$ cat src/rtl/comb_prim_sched.sv
// Round-robin sequencer for a single shared comb evaluator (Y = ~A & B & C & ~D),
// with a self-test sweep that builds the evaluator's truth table and checks it.
module udp_comb (
  output logic y,
  input  logic a,
  input  logic b,
  input  logic c,
  input  logic d
);
  assign y = ~a & b & c & ~d;
endmodule

module comb_prim_sched #(
  parameter logic [15:0] GOLDEN     = 16'h0040,
  parameter bit          FIRST_PRIO = 1'b0
) (
  input  logic        clk,
  input  logic        rst,
  input  logic        req0,
  input  logic [3:0]  din0,
  output logic        gnt0,
  input  logic        req1,
  input  logic [3:0]  din1,
  output logic        gnt1,
  output logic        rsp_valid,
  output logic        rsp_id,
  output logic        rsp_y,
  input  logic        scan_start,
  output logic        scan_busy,
  output logic        scan_done,
  output logic        scan_pass,
  output logic [15:0] truth_tbl
);

  typedef enum logic [1:0] {S_IDLE, S_SERVE, S_SCAN} state_t;

  state_t      r_state;
  logic [3:0]  r_op;
  logic [3:0]  r_cnt;
  logic        r_win;
  logic        r_last;

  logic [3:0]  w_eval_in;
  logic        w_y;
  logic        w_any;
  logic        w_pick1;

  // The evaluator is shared: the sweep counter drives it only while scanning,
  // so a grant made just before scan entry still sees its own operand.
  assign w_eval_in = (r_state == S_SCAN) ? r_cnt : r_op;
  assign w_any     = req0 | req1;
  assign w_pick1   = req1 & (~req0 | ~r_last);

  udp_comb u_eval (
    .y (w_y),
    .a (w_eval_in[3]),
    .b (w_eval_in[2]),
    .c (w_eval_in[1]),
    .d (w_eval_in[0])
  );

  always_ff @(posedge clk) begin
    if (rst) begin
      r_state   <= S_IDLE;
      r_op      <= '0;
      r_cnt     <= '0;
      r_win     <= 1'b0;
      r_last    <= ~FIRST_PRIO;
      gnt0      <= 1'b0;
      gnt1      <= 1'b0;
      rsp_valid <= 1'b0;
      rsp_id    <= 1'b0;
      rsp_y     <= 1'b0;
      scan_busy <= 1'b0;
      scan_done <= 1'b0;
      scan_pass <= 1'b0;
      truth_tbl <= '0;
    end else begin
      gnt0      <= 1'b0;
      gnt1      <= 1'b0;
      scan_done <= 1'b0;
      rsp_valid <= (r_state == S_SERVE);
      if (r_state == S_SERVE) begin
        rsp_id <= r_win;
        rsp_y  <= w_y;
      end
      case (r_state)
        S_SCAN: begin
          truth_tbl[r_cnt] <= w_y;
          r_cnt            <= r_cnt + 4'd1;
          if (r_cnt == 4'd15) begin
            scan_busy <= 1'b0;
            scan_done <= 1'b1;
            scan_pass <= ({w_y, truth_tbl[14:0]} == GOLDEN);
            r_state   <= S_IDLE;
          end
        end
        default: begin
          if (scan_start) begin
            scan_busy <= 1'b1;
            scan_pass <= 1'b0;
            truth_tbl <= '0;
            r_cnt     <= '0;
            r_state   <= S_SCAN;
          end else if (w_any) begin
            gnt0    <= ~w_pick1;
            gnt1    <= w_pick1;
            r_win   <= w_pick1;
            r_last  <= w_pick1;
            r_op    <= w_pick1 ? din1 : din0;
            r_state <= S_SERVE;
          end else begin
            r_state <= S_IDLE;
          end
        end
      endcase
    end
  end

endmodule

$ cat config.mk
export PLATFORM = sky130hd
export DESIGN_NAME = comb_prim_sched
export DESIGN_NICKNAME = d
export VERILOG_FILES = /design/src/rtl/comb_prim_sched.sv
export SDC_FILE = /design/constraint.sdc
export NUM_CORES = 1
export LEC_CHECK = 0
export BUFFER_PORTS_ARGS = -buffer_cell sky130_fd_sc_hd__buf_2
export CAP_MARGIN = 25
export CELL_PAD_IN_SITES_DETAIL_PLACEMENT = 1
export CELL_PAD_IN_SITES_GLOBAL_PLACEMENT = 2
export CORE_UTILIZATION = 29
export DETAILED_ROUTE_END_ITERATION = 10
export PLACE_DENSITY_LB_ADDON = 0.1
export SLEW_MARGIN = 0
export SYNTH_ARGS = -nofsm -noshare
export SYNTH_HDL_FRONTEND = slang
export SYNTH_SLANG_ARGS = --single-unit
$ cat constraint.sdc
create_clock -name clk -period 1.37 [get_ports clk]
set_input_delay 0.2055 -clock clk [delete_from_list [all_inputs] [get_ports clk]]
set_output_delay 0.2055 -clock clk [all_outputs]
set_load 0.05 [all_outputs]
==> run_results.csv <==
group,metric,value,unit
timing,setup_viol,0,
route,drt_wl_total,4030,µm
yosys,synth_area_leaders,"dfxtp_1 48%, nand2_1 5.0%, and3_1 4.5%, ha_1 3.3%, a32o_1 2.6%",
timing,setup_ws,0.0690,ns
pwr,power_density,1080,mW/mm²
global_route,grt_pass1_wl,6650,µm
job,cap_violations,0,
yosys,synth_fp_nets,165,
cells_and_area,multi_input_area,738,µm²
critical_path,crit_path_end_kind,"register",
clocking,cts_tree,"done",
cells_and_area,n_fill_cell,594,
timing,hold_viol,0,
route,vias,1314,
placed_design,gp_congestion,0.712,
yosys,ys_seq_elements,36,
cells_and_area,antenna_cells,0,
global_route,grt_use_met3,0.0474,
global_route,grt_pass1_vias,1349,
cells_and_area,postLayoutCoreUtil,0.401,
yosys,yosysTopAreaCellShare,0.475,
clocking,clock-sinks,36,
global_route,grtUsageTotal,0.164,
global_route,use_met2,0.248,
route,drt-initial-drc-count,60,
clocking,ctsRootBufferMaster,"clkbuf_8",
yosys,yosysTopAreaCell,"dfxtp_1",
timing,finClkSkew,0.00715,ns
timing,max_slew.worst_pin.slew,0.379,ns
clocking,path_clk_slew,0.07,ns
placed_design,port_buffers,36,
clocking,cts_buffer_depth,2,
die,die-width,74.3,µm
pwr,p_leak,0.000844,µW
yosys,syn_inst,148,
hold_path,hold_class,"input port to register",
critical_path,start_kind,"register",
cells_and_area,nets,215,
die,num_rows,25,
clocking,insertion_delay,0.29,ns
yosys,synth_area,0.00152,mm²
placed_design,dp_hpwl,2990,µm
cells_and_area,area_delta_synth_final,29.0,%
timing,final_min_period_over_clock_period,0.950,
yosys,synth_cell_type_count,45,
yosys,yosysSeqAreaShare,0.475,
timing,slew_violations,0,
clocking,hold_buffers,0,
critical_path,worstPathMaxFanout,6,
route,drtAntennaViolNets,0,
die,io_pins,37,
yosys,synth_area_per_cell,10.2,µm²
die,die_h,74.3,µm
die,core,0.00488,mm²
timing,rsz0062_at_grt,"no",
clocking,htree_levels,2,
global_route,antenna_found_initial,0,
yosys,yosysWarnings,0,
timing,slew_headroom,0.745,
die,die_area,0.00552,mm²
cells_and_area,regArea,724,µm²
cells_and_area,drive_above_1_share,0.382,
global_route,grt_max_degree,14,
global_route,top_usage_layer,"met2",
clocking,cts_buffers,5,
global_route,grt_use_met1,0.214,
critical_path,worstPathRequired,1.60,ns
placed_design,post-place-ws,-0.0577,ns
outcome,status,"finished, final reports clean",
timing,min_period,1.30,ns
route,drt-wirelength-per-cell,15.2,µm
route,viasPerCell,4.94,
route,drc,0,
route,firstDrtPassIters,4,
global_route,grt_overflow,0,
pwr,vdd_drop_max,0.000538,V
critical_path,setup.worst_path.class,"register to register",
die,initial_utilization,0.311,
timing,max_freq,0.769,GHz
critical_path,crit_arrival,1.53,ns
layout make-up:
class / count / area share
Sequential cell: 36 / 0.370
Tap cell: 67 / 0.0428
Timing Repair Buffer: 49 / 0.148
Multi-Input combinational cell: 98 / 0.377
Inverter: 8 / 0.0153
Clock buffer: 8 / 0.0460
cells by family after synthesis:
kind of cell / synth area share
adder cells (fa/ha/maj): 0.0330
buffers and inverters: 0.0512
AND/OR/NAND/NOR: 0.280
AO/OA/AOI/OAI: 0.142
flip-flops: 0.475
XOR/XNOR: 0.00578
multiplexers: 0.0132
per-stage QoR:
| step | instances | total power [µW] | setup TNS [ns] | hold WS, ns | area, µm² |
|---|---|---|---|---|---|
| 6_report | 266 | 2110 | 0 | 0.274 | 1960 |
| 3_3_place_gp | 256 | 1340 | 0 | 0.440 | 1820 |
| 5_1_grt | 266 | 2210 | 0 | 0.302 | 1960 |
| 4_1_cts | 266 | 2130 | 0 | 0.269 | 1930 |
| 3_5_place_dp | 256 | 1350 | -0.238 | 0.449 | 1820 |
| 2_1_floorplan | 148 | 1250 | 0 | 0.372 | 1520 |
sequential cells by signal, indices dropped and copies added, names as in the netlist:
| register | count |
|---|---|
| r_state | 2 |
| scan_pass | 1 |
| r_win | 1 |
| gnt1 | 1 |
| truth_tbl | 16 |
| scan_done | 1 |
| r_cnt | 4 |
| rsp_y | 1 |
| r_last | 1 |
| rsp_id | 1 |
| gnt0 | 1 |
| r_op | 4 |
| scan_busy | 1 |
| rsp_valid | 1 |
critical path: stages (launching register included):
cell      delay, ns
dfxtp_1        0.37
and4bb_4       0.38
nor4b_4        0.29
a32o_1         0.19
layout by cell type (no fill, tap or decap), types with 2 or more instances in the layout:
master / instances
clkbuf_8: 6
o32ai_1: 4
buf_2: 36
a21oi_1: 4
inv_1: 8
mux2i_1: 2
and3_1: 11
clkbuf_1: 2
nor2_1: 3
dfxtp_1: 33
buf_4: 12
nand2_1: 20
nor4_1: 4
ha_1: 2
nor2b_1: 2
a221oi_1: 3
a32o_1: 4
dfxtp_2: 3
and2_1: 3
ha_2: 2
a221oi_2: 2
nor3_2: 2
nand3_1: 4
synthesized netlist by cell type (all sizes together):
master and count:
o2bb2ai 1, nand3 5, clkbuf 1, xnor2 1, a21bo 1, nor2b 4
nor4b 3, a41oi 1, a32o 4, nand4 1, a221o 1, or3 1
a311oi 1, buf 5, nor4 4, o31ai 1, nor3b 1, or2 1
nor4bb 1, and4b 1, nand2b 1, and2 3, o32ai 4, nand2 20
nor3 3, nor2 4, a21oi 5, and4bb 2, a221oi 5, inv 8
mux2i 2, nand3b 1, and3 11, dfxtp 36, ha 4
repair_timing:
item                       in CTS  in global routing
setup endpoints to repair      16                 17
gates resized for setup         0                  9
setup buffers                   2                  0
pin swaps                       1                  0
power by group:
part / internal [µW] / leakage (µW) / switching (µW) / total (µW)
Sequential: 1070 / 0.000293 / 20.2 / 1090
Combinational: 106 / 0.000505 / 141 / 248
Clock: 410 / 0.0000455 / 360 / 770
routing by layer:
layer,wire length [µm],share of wire,vias to the layer above
met1,1950,0.48,638
met3,157,0.039,9
li1,-,-,643
met5,0,0,-
met4,81,0.020,0
met2,1840,0.46,24
worst paths after layout:
| check | startpoint | endpoint | slack, ns | cells after the start |
|---|---|---|---|---|
| hold reg to reg | truth_tbl[15]$_SDFFE_PP0P_ | truth_tbl[15]$_SDFFE_PP0P_ | 0.47 | 1 |
| setup / recovery | r_cnt[3]$_SDFFE_PP0N_ | truth_tbl[7]$_SDFFE_PP0P_ | 0.07 | 3 |
| hold / removal | rst | scan_done$_SDFF_PP0_ | 0.27 | 2 |
| setup reg to reg | r_cnt[3]$_SDFFE_PP0N_ | truth_tbl[7]$_SDFFE_PP0P_ | 0.07 | 3 |
Note: power is estimated with default switching activity, not from simulation.
